--- src/rtl/mcycle_unit_pkg.sv ---
// Shared op and state encodings for the multi-cycle multiply/divide unit.
// No logic; constants and types only.
// No flow control.
package mcycle_unit_pkg;

  localparam logic MCYCLE_MUL = 1'b0;
  localparam logic MCYCLE_DIV = 1'b1;

  typedef enum logic [1:0] {
    MC_IDLE    = 2'd0,
    MC_COMPUTE = 2'd1,
    MC_DONE    = 2'd2
  } mc_state_e;

endpackage

--- src/rtl/mcycle_step.sv ---
// One iteration of unsigned shift-add multiply or restoring divide.
// Combinational, zero latency.
// No flow control; the parent decides when to register acc_next.
module mcycle_step
  import mcycle_unit_pkg::*;
#(
  parameter int WIDTH = 32
) (
  input  logic               op,
  input  logic [2*WIDTH-1:0] acc,
  input  logic [WIDTH-1:0]   opnd,
  output logic [2*WIDTH-1:0] acc_next
);

  logic [WIDTH:0]   mul_sum;
  logic [WIDTH:0]   div_shift;
  logic [WIDTH-1:0] div_diff;
  logic             div_ge;

  always_comb begin
    // MUL: acc = {product_hi, multiplier}; the carry of the add shifts back in.
    mul_sum   = {1'b0, acc[2*WIDTH-1:WIDTH]} + (acc[0] ? {1'b0, opnd} : '0);
    // DIV: acc = {rem, dividend/quotient}; compare needs the bit shifted out of rem.
    div_shift = acc[2*WIDTH-1:WIDTH-1];
    div_ge    = (div_shift >= {1'b0, opnd});
    div_diff  = div_shift[WIDTH-1:0] - opnd;

    if (op == MCYCLE_MUL) begin
      acc_next = {mul_sum, acc[WIDTH-1:1]};
    end else begin
      acc_next = {(div_ge ? div_diff : div_shift[WIDTH-1:0]), acc[WIDTH-2:0], div_ge};
    end
  end

endmodule

--- src/rtl/mcycle_unit.sv ---
// Multi-cycle unsigned MUL/DIV beside the ALU; one iteration per clock.
// Busy for WIDTH+1 cycles from the Start cycle; results registered and held.
// Busy stalls the pipeline; Start is ignored outside IDLE.
module mcycle_unit
  import mcycle_unit_pkg::*;
#(
  parameter int WIDTH = 32
) (
  input  logic             CLK,
  input  logic             RESETn,
  input  logic             Start,
  input  logic             MCycleOp,
  input  logic [WIDTH-1:0] Operand1,
  input  logic [WIDTH-1:0] Operand2,
  output logic [WIDTH-1:0] Result1,
  output logic [WIDTH-1:0] Result2,
  output logic             Busy
);

  localparam int            CW   = (WIDTH > 1) ? $clog2(WIDTH) : 1;
  localparam logic [CW-1:0] LAST = CW'(WIDTH - 1);

  mc_state_e          state;
  logic [CW-1:0]      count;
  logic               op_q;
  logic [WIDTH-1:0]   opnd_q;
  logic [2*WIDTH-1:0] acc_q;
  logic [2*WIDTH-1:0] acc_next;

  mcycle_step #(.WIDTH(WIDTH)) u_step (
    .op       (op_q),
    .acc      (acc_q),
    .opnd     (opnd_q),
    .acc_next (acc_next)
  );

  // Stall must begin in the request cycle itself, hence combinational in IDLE.
  always_comb begin
    Busy = 1'b0;
    case (state)
      MC_IDLE:    Busy = Start;
      MC_COMPUTE: Busy = 1'b1;
      default:    Busy = 1'b0;
    endcase
  end

  always_ff @(posedge CLK or negedge RESETn) begin
    if (!RESETn) begin
      state   <= MC_IDLE;
      count   <= '0;
      op_q    <= 1'b0;
      opnd_q  <= '0;
      acc_q   <= '0;
      Result1 <= '0;
      Result2 <= '0;
    end else begin
      case (state)
        MC_IDLE: begin
          if (Start) begin
            op_q   <= MCycleOp;
            opnd_q <= (MCycleOp == MCYCLE_MUL) ? Operand1 : Operand2;
            acc_q  <= {{WIDTH{1'b0}}, ((MCycleOp == MCYCLE_MUL) ? Operand2 : Operand1)};
            count  <= '0;
            state  <= MC_COMPUTE;
          end
        end
        MC_COMPUTE: begin
          acc_q <= acc_next;
          count <= count + 1'b1;
          if (count == LAST) begin
            Result1 <= acc_next[WIDTH-1:0];
            Result2 <= acc_next[2*WIDTH-1:WIDTH];
            state   <= MC_DONE;
          end
        end
        MC_DONE: state <= MC_IDLE;
        default: state <= MC_IDLE;
      endcase
    end
  end

endmodule

--- config.mk ---
export PLATFORM = sky130hd
export DESIGN_NAME = mcycle_unit
export DESIGN_NICKNAME = d
export VERILOG_FILES = /design/src/rtl/mcycle_unit_pkg.sv /design/src/rtl/mcycle_step.sv /design/src/rtl/mcycle_unit.sv
export SDC_FILE = /design/constraint.sdc
export NUM_CORES = 1
export LEC_CHECK = 0
export ABC_AREA = 1
export CORE_UTILIZATION = 40
export DETAILED_ROUTE_END_ITERATION = 8
export SKIP_CTS_REPAIR_TIMING = 1
export SLEW_MARGIN = 20
export SYNTH_ARGS = -nofsm -noshare
export SYNTH_HDL_FRONTEND = slang
export SYNTH_HIERARCHICAL = 1
export SYNTH_SLANG_ARGS = --single-unit
--- constraint.sdc ---
create_clock -name CLK -period 3.7 [get_ports CLK]
set_clock_uncertainty 0.2 [all_clocks]
set_input_delay 0.74 -clock CLK [delete_from_list [all_inputs] [get_ports CLK]]
set_output_delay 0.74 -clock CLK [all_outputs]
set_load 0.03 [all_outputs]
==> metrics <==
status=complete, no violations; commonest cells in the netlist=954 x nand2_1, 268 x inv_1, 218 x nand3_1; GRT Total Usage=approximately 29%; GRT overflow=0; fin cells=2,748; Setup TNS=0 ns; peak supply drop=435 uV; startpoint types=flip-flop; critical path data required time=3.84 ns; CTS Buffer Depth=2; top fanout value on the critical path=19; I/O pins=133; Ys Warns=6; drt total wl=slightly below 50 mm; period utilization=87.6%; n_diodes=0; Worst path slowest cell=dfrtp_1; number of clock sinks=168; Design Area, Final=about 16,000 um2; Post-synth EDFFs=0; vias=14,300; Antenna Nets Post-Route=0; first-pass GRT wire length=roughly 77 mm; Worst slew margin=42.6%; Syn Nets=2,344; max cap viols=0; die area=34,500 um2; Layout area overhead=16.5%; Final Hold Vio Count=0; RSZ-0062 raised after global routing=no; Worst-path clk slew=roughly 0.080 ns; CP Cell Sequence=nand2_1, inv_1, ha_1, fa_1, nand2_1, nand2_1, and2_1, a21oi_1, inv_1, nand2_1, nand3_1, nand2_1, nand2_1, nand2_1, nand2_1, nand2_1, nand2_1; Async SR Flop Fraction=100%; CTS HTree Levels=4; I/O Buffers=132; Hold WS=0.0908 ns; Cells after Synth=~2,200; most used cell, CP=nand2_1; post-synthesis cell type count=35; count of state elements after synthesis=168; Synth area leader=dfrtp_1; Setup Crit Path Kind=flip-flop to flip-flop; 1st-iter DRT viols=1,192; pwr dens=1030 nW/um2; TritonCTS clock tree=done; most common flop cell mapped by yosys=dfrtp_1; via/cell ratio=5.19; synth top area cells=dfrtp_1 31%, nand2_1 27%, nand3_1 8.1%, inv_1 7.4%, ha_1 6.1%; Placed Cells=2,717; cell with the most instances after synthesis=nand2_1; vias in the first global route=13,600; Cell Area, Placed=15,200 um2; worst-skew pair later-pin latency=0.46 ns; slowest stage delay, CP=about 0.6 ns; Post-Syn Area=13,500 um2; # setup viols final=0; worst min path class=input pin to asynchronous set/reset pin; Residual DRC=0; Tmin final=3.24 ns; row cnt=66; Root Buffer=clkbuf_16; gpl congestion=0.960; WP data arrival=3.38 ns; hpwl dp=~38 mm; chip width=186 um; largest net degree at the start of global routing=76; Routed wire per std cell=17.7 um; layout cell share with drive strength beyond 1=under 10%; die height=186 um; Setup crit end kind=flip-flop; fmax=just over 0.3 GHz; Seq/Total Area, Yosys=between 30% and 40%; leakage power=8.50 nW; Core ar.=~33,000 um2; DR pass1 iterations=5; Avg Cell Area, Syn=6.12 um2; Worst-Margin Slew=0.860 ns; Starting Density=41.1%; initial antenna violation count=0; Final Max Slew Viols=0; Worst R2R Path Depth=17; # nets final=between 2,000 and 2,500; share of the synthesized area in the top cell type=between 30% and 40%; CTS Buf Count=17
## per-layer routing
| layer | up-vias | wire length (um) | GRT usage (%) |
|---|---|---|---|
| met5 | - | 0 | 0 |
| met4 | 0 | 1280 | 10.1 |
| met1 | 6662 | 22200 | 40.2 |
| met2 | 466 | 22000 | 47.3 |
| met3 | 55 | 3220 | 4.42 |
| li1 | 7079 | - | - |
## final cells by class
class / count / area (um2)
multi-input combinational: 1677 / 7860
tap: 442 / 553
sequential: 168 / 4210
timing repair buffer: 153 / 1510
clock inverter: 14 / 155
clock buffer: 17 / 425
fill: 3575 / 17100
inverter: 277 / 1040
## per-stage QoR
step	util, %	setup slack (ns)	power (mW)
2_1_floorplan	-	0.957	11.0
3_3_place_gp	46.1	0.532	14.2
3_5_place_dp	46.1	0.484	14.3
4_1_cts	47.9	0.450	16.1
5_1_grt	47.9	0.161	17.7
6_report	47.9	0.459	16.3
## layout by cell type, fill, tap and decap left out, types with 17 or more instances in the layout
cell type	count
nand2_1	953
inv_1	267
nand3_1	218
dfrtp_1	167
nor2_1	129
clkdlybuf4s50_1	129
a21oi_1	92
o21ai_0	91
ha_1	66
nand3b_1	28
buf_4	20
clkbuf_16	17
## worst max-delay path: cells and delay by family (launching register included)
| family | cells | cell delay (ns) |
|---|---|---|
| simple gates | 12 | 1.13 |
| fa+ha+maj | 2 | 0.73 |
| flops | 1 | 0.60 |
| compound gates | 1 | 0.34 |
| buf+inv | 2 | 0.13 |
## power by group
| group | internal, mW | total, mW | switching (mW) |
|---|---|---|---|
| combinational | 3.74 | 10.9 | 7.17 |
| clock | 0.901 | 1.80 | 0.899 |
| sequential | 2.63 | 3.54 | 0.917 |
## final timing paths
check | start | to | slack (ns)
max in group asynchronous | RESETn | acc_q[38] | 2.23
max | acc_q[0] | acc_q[63] | 0.46
min reg2reg | Result2[1] | Result2[1] | 0.28
min in group CLK | Result2[1] | Result2[1] | 0.28
min | RESETn | Result1[7] | 0.09
max reg2reg | acc_q[0] | acc_q[63] | 0.46
## kinds of logic after synthesis
kind of cell | share of synthesized area, %
adders and majority gates | 6.41
DFF | 31.1
buffers and inverters | 10.8
AOI/OAI and AO/OA | 7.80
and+or+nand+nor | 42.6
xor gates and xnor gates | 1.23
## flip-flops by register name, indices dropped and copies added (netlist names)
register / flops
acc_q: 64
Result1: 32
Result2: 32
opnd_q: 32
count: 5
state: 2
op_q: 1
No activity file was read; power rests on OpenSTA's default activity.
